**src/rtl/board_level_stream_symbol_encoder.sv**
```systemverilog
// ============================================================================
// Module      : board_level_stream_symbol_encoder
// Description : Framed raw-data stream to (DATA_W+2)-bit line symbol encoder
//               with registered output stage, IDLE gap and length policing.
// Revision    : 1.0 - initial release
// ============================================================================
`default_nettype none

module board_level_stream_symbol_encoder #(
    parameter int DATA_W  = 6,
    parameter int GAP_LEN = 2,
    parameter int MAX_LEN = 1024,
    parameter int CNT_W   = 16
) (
    input  logic                clk,
    input  logic                rst,
    input  logic                in_valid,
    output logic                in_ready,
    input  logic                in_sof,
    input  logic                in_eof,
    input  logic [DATA_W-1:0]   in_data,
    output logic [DATA_W+1:0]   out_symbol,
    output logic                out_wr,
    input  logic                out_full,
    output logic                in_frame,
    output logic                err_proto,
    output logic                err_len,
    output logic [CNT_W-1:0]    frame_cnt
);

    localparam int SYM_W = DATA_W + 2;
    localparam int LEN_W = $clog2(MAX_LEN + 1);
    localparam int GAP_W = (GAP_LEN < 1) ? 1 : $clog2(GAP_LEN + 1);

    localparam logic [SYM_W-1:0] c_sym_idle = '0;
    localparam logic [SYM_W-1:0] c_sym_sof  = SYM_W'(1);
    localparam logic [SYM_W-1:0] c_sym_eof  = SYM_W'(2);
    localparam logic [LEN_W-1:0] c_max_len  = LEN_W'(MAX_LEN);
    localparam logic [GAP_W-1:0] c_gap_last = GAP_W'((GAP_LEN > 0) ? (GAP_LEN - 1) : 0);

    typedef enum logic [1:0] {
        S_IDLE  = 2'd0,
        S_FRAME = 2'd1,
        S_GAP   = 2'd2
    } state_t;

    state_t             r_state;
    state_t             w_next;
    logic [SYM_W-1:0]   r_sym;
    logic               r_vld;
    logic [LEN_W-1:0]   r_len;
    logic               r_over;
    logic [GAP_W-1:0]   r_gap;
    logic [CNT_W-1:0]   r_cnt;
    logic               r_err_proto;
    logic               r_err_len;

    logic               w_slot_free;
    logic               w_in_ready;
    logic               w_accept;
    logic               w_wr;
    logic               w_load;
    logic [SYM_W-1:0]   w_sym;
    logic               w_proto;
    logic               w_len_err;
    logic [LEN_W-1:0]   w_len_nx;
    logic               w_over_nx;
    logic [GAP_W-1:0]   w_gap_nx;

    // The slot frees either when empty or when its symbol leaves this cycle.
    assign w_slot_free = ~r_vld | ~out_full;
    assign w_in_ready  = w_slot_free & (r_state != S_GAP);
    assign w_accept    = in_valid & w_in_ready;
    assign w_wr        = r_vld & ~out_full;

    always_comb begin
        w_next    = r_state;
        w_load    = 1'b0;
        w_sym     = c_sym_idle;
        w_proto   = 1'b0;
        w_len_err = 1'b0;
        w_len_nx  = r_len;
        w_over_nx = r_over;
        w_gap_nx  = r_gap;
        case (r_state)
            S_IDLE: begin
                if (w_accept) begin
                    if (in_sof) begin
                        w_load    = 1'b1;
                        w_sym     = c_sym_sof;
                        w_len_nx  = '0;
                        w_over_nx = 1'b0;
                        w_next    = S_FRAME;
                    end else begin
                        w_proto = 1'b1;
                    end
                end
            end
            S_FRAME: begin
                if (w_accept) begin
                    if (in_sof) begin
                        w_load    = 1'b1;
                        w_sym     = c_sym_sof;
                        w_len_nx  = '0;
                        w_over_nx = 1'b0;
                        w_proto   = 1'b1;
                    end else if (in_eof) begin
                        w_load   = 1'b1;
                        w_sym    = c_sym_eof;
                        w_gap_nx = '0;
                        w_next   = (GAP_LEN == 0) ? S_IDLE : S_GAP;
                    end else if (r_len < c_max_len) begin
                        w_load   = 1'b1;
                        w_sym    = {in_data, 2'b11};
                        w_len_nx = r_len + LEN_W'(1);
                    end else if (!r_over) begin
                        // Only the first overflowing word of a frame is flagged.
                        w_len_err = 1'b1;
                        w_over_nx = 1'b1;
                    end
                end
            end
            S_GAP: begin
                if (w_slot_free) begin
                    w_load = 1'b1;
                    w_sym  = c_sym_idle;
                    if (r_gap == c_gap_last) begin
                        w_gap_nx = '0;
                        w_next   = S_IDLE;
                    end else begin
                        w_gap_nx = r_gap + GAP_W'(1);
                    end
                end
            end
            default: begin
                w_next = S_IDLE;
            end
        endcase
    end

    always_ff @(posedge clk) begin
        if (rst) begin
            r_state     <= S_IDLE;
            r_sym       <= '0;
            r_vld       <= 1'b0;
            r_len       <= '0;
            r_over      <= 1'b0;
            r_gap       <= '0;
            r_cnt       <= '0;
            r_err_proto <= 1'b0;
            r_err_len   <= 1'b0;
        end else begin
            r_state     <= w_next;
            r_len       <= w_len_nx;
            r_over      <= w_over_nx;
            r_gap       <= w_gap_nx;
            r_err_proto <= w_proto;
            r_err_len   <= w_len_err;
            if (w_load) begin
                r_sym <= w_sym;
                r_vld <= 1'b1;
            end else if (w_wr) begin
                r_vld <= 1'b0;
            end
            if (w_wr && (r_sym == c_sym_eof)) begin
                r_cnt <= r_cnt + CNT_W'(1);
            end
        end
    end

    assign in_ready   = w_in_ready;
    assign out_symbol = r_sym;
    assign out_wr     = w_wr;
    assign in_frame   = (r_state == S_FRAME);
    assign err_proto  = r_err_proto;
    assign err_len    = r_err_len;
    assign frame_cnt  = r_cnt;

endmodule

`default_nettype wire
```
**config.mk**
```make
export PLATFORM = sky130hd
export DESIGN_NAME = board_level_stream_symbol_encoder
export DESIGN_NICKNAME = d
export VERILOG_FILES = /design/src/rtl/board_level_stream_symbol_encoder.sv
export SDC_FILE = /design/constraint.sdc
export NUM_CORES = 1
export LEC_CHECK = 0
export CORE_ASPECT_RATIO = 1.1
export CORE_MARGIN = 3
export CORE_UTILIZATION = 50
export CTS_BUF_LIST = sky130_fd_sc_hd__clkbuf_4 sky130_fd_sc_hd__clkbuf_8
export DETAILED_ROUTE_END_ITERATION = 12
export PLACE_DENSITY_LB_ADDON = 0.1
export SLEW_MARGIN = 30
export SYNTH_ARGS = -nofsm -noshare
export SYNTH_HDL_FRONTEND = slang
export SYNTH_SLANG_ARGS = --single-unit
export TNS_END_PERCENT = 10
```
**constraint.sdc**
```tcl
create_clock -name clk -period 6.7 [get_ports clk]
set_input_delay 0.67 -clock clk [delete_from_list [all_inputs] [get_ports clk]]
set_output_delay 0.67 -clock clk [all_outputs]
set_load 0.005 [all_outputs]
```
==> results.md <==
- NumNets Final: 290
- Main synth FF type: dfxtp_1
- Row count: 23
- Largest net degree at the start of global routing: 43
- Cell Area, Placed: 2450 sq um
- VDD IR max: 0.000124 V
- CTS Hold Buffers Added: 0
- Crit path top cell by count: clkdlybuf4s50_1
- TritonCTS buffer count: 5
- Critical R2R Capture: frame_cnt[12]
- Most common cell in the netlist: dfxtp_1
- Crit-path max FO: 12
- Top cell type's share of synthesized area: 42.3%
- Setup_tns: 0 ns
- CP top delay family: buffers and inverters
- Die area: 4870 sq um
- DR iter-0 viols: 120
- Post-CTS sizing: 0
- Worst Hold Class: register to register
- WP buf/inv: 2
- Core ar.: 3770 sq um
- Crit path largest cell delay: 0.58 ns
- Commonest cells post-synth: 43 x dfxtp_1, 29 x nor2_1, 18 x a21oi_1
- RR Startpoint: out_symbol[7]
- Final setup viols: 0
- Post-synth EDFFs: 0
- Type of the worst setup path: primary input to output port
- Synth Register Bits: 43
- Layout cell share with drive strength beyond 1: 6.14%
- Slew @ Worst Pin: 0.708 ns
- Initial antenna violation count: 0
- Diode count: 0
- FMAX: 354 MHz
- WP data arrival: 2.15 ns
- Clock Skews: 0.00614 ns
- First-pass GRT wire length: 7270 um
- Die X: 66.8 um
- Ys async rst share: 0%
- WL per Instance: 13.1 um
- Clk slew on worst S/H paths: 0.08 ns
- Detail Placement HPWL: 3080 um
- CTS root buffer: clkbuf_8
- Post-synthesis average cell area: 8.40 sq um
- Startpoint Class: primary input
- Worst path cell trace: clkdlybuf4s50_1 -> and2_1 -> nor2_1 -> clkdlybuf4s50_1
- Post-Syn Area: 2030 sq um
- Slowest CP cell: clkdlybuf4s50_1
- Min setup slack post-route: 3.88 ns
- Synth Warn #: 0
- Status: completed
- Starting Density: 53.9%
- Worst hold start: r_gap[0]
- Worst hold slack: 0.473 ns
- Routability cong.: 0.874
- Max Cap Violations: 0
- Drt first pass iters: 4
- Worst R2R Setup Slack: 4.39 ns
- Area growth syn-to-layout: 26.3%
- Lkg Pwr: 0.000883 uW
- I/O pin cnt: 41
- FF-to-FF path depth: 4
- P per Cell Area: 194 nW/um^2
- Hold Crit Endpoint: r_gap[0]
- Mapped Cells: 242
- DRC errors left: 0
- Finished Core Util: 68.1%
- DR vias/cell: 5.56
- PortBufs: 40
- CTS tree: built
- Post-DRT Antenna Nets: 0
- Vias in the first global route: 1685
- Post-synth top area cell: dfxtp_1
- Slew margin rel.: 52.8%
- Clk_lat worst skew: 0.29 ns
- Total GRT Usage: 19.0%
- Remaining global-route overflow: 0
- Ratio of final minimum period to clock period: 42.2%
- Pre-CTS setup slack: 3.82 ns
- Fin area: 2570 sq um
- Setup bufs post-CTS: 0
- Worst Path Required: 6.03 ns
- Netlist cell types: 44
- Tmin final: 2.82 ns
- Die H: 72.9 um
- Fin. max-slew vios: 0
- RSZ-0062 raised after global routing: no
- Hold Path Depth: 2
- Sequential fraction of the synthesis area: 42.3%
- Worst Setup End Kind: output port
- Final-report hold violation count: 0
- Clk sinks: 43
- Vias: 1817
- H-tree depth: 2
- Wirelength, routed: 4290 um
- Net Count, Synth: 256
- Main area contributors after synthesis: dfxtp_1 42%, nor2_1 5.4%, a21oi_1 4.4%, or4_1 3.7%, o21ai_0 3.2%
- Maximum clock insertion buffer count: 2
==> power breakdown <==
part | internal [uW] | total [uW] | switching, uW
Clock | 111 | 199 | 87.8
Sequential | 258 | 262 | 3.67
Combinational | 17.4 | 37.2 | 19.8
Total | 387 | 498 | 111
==> area by class of cell <==
class | count | area [sq um]
fill | 320 | 1200
multi-input combinational | 174 | 1080
sequential | 43 | 861
timing repair buffer | 41 | 408
clock buffer | 5 | 68.8
tap | 50 | 62.6
clock inverter | 3 | 43.8
inverter | 11 | 41.3
==> worst max-delay path by stage <==
stage	slack, ns	cells past startpoint	to	start
finish	3.88	4	in_ready	out_full
global route	3.78	4	in_ready	out_full
CTS	3.89	4	in_ready	out_full
detailed placement	3.82	5	r_len[10]	in_eof
global placement	3.81	5	r_gap[1]	in_sof
floorplan	4.58	5	frame_cnt[11]	out_symbol[7]
==> logic make-up after synthesis <==
group / after synthesis / share of synthesized area, %
AND/OR/NAND/NOR: 105 / 28.1
AO/OA/AOI/OAI: 49 / 14.8
flip-flops: 43 / 42.3
buffers and inverters: 25 / 4.74
XOR/XNOR: 9 / 3.88
multiplexers: 9 / 4.86
adder cells (fa/ha/maj): 2 / 1.23
==> worst register-to-register path: cells and delay by family, from the launching register on <==
kind | cells | cell delay [ns]
AND/OR/NAND/NOR | 3 | 1.50
flip-flops | 1 | 0.33
multiplexers | 1 | 0.37
==> registers in the layout, summed over array words and instances (netlist names) <==
register    flops
err_len         1
err_proto       1
frame_cnt      16
out_symbol      8
r_gap           2
r_len          11
r_over          1
r_state         2
r_vld           1
==> per-stage QoR <==
stage,total power (uW),instances
6_report,498,327
5_1_grt,515,327
4_1_cts,504,327
3_5_place_dp,305,319
3_3_place_gp,304,319
2_1_floorplan,287,242
==> cells in the final DEF (no fill, tap or decap), drive strengths merged, types with 2 or more instances in the layout <==
master,instances
a21oi,18
clkbuf,5
clkdlybuf4s50,40
clkinv,2
dfxtp,43
ha,2
inv,11
mux2,7
mux2i,2
nand2,15
nand2b,2
nand3,9
nand4,5
nor2,29
nor2b,9
nor3,6
nor3b,3
nor4,6
o2111ai,3
o21ai,13
o31ai,5
or3,4
or4,11
xnor2,5
xor2,4
==> layer usage <==
layer / part of all wire, % / GRT usage, % / vias to the layer above / wire (um)
met2: 45 / 30.2 / 49 / 1940
met4: 1.9 / 8.13 / 0 / 82
li1: - / - / 931 / -
met5: 0 / 0 / - / 0
met1: 47 / 24.4 / 830 / 2030
met3: 5.6 / 4.78 / 7 / 240
Power figures use the tool's default switching activity.
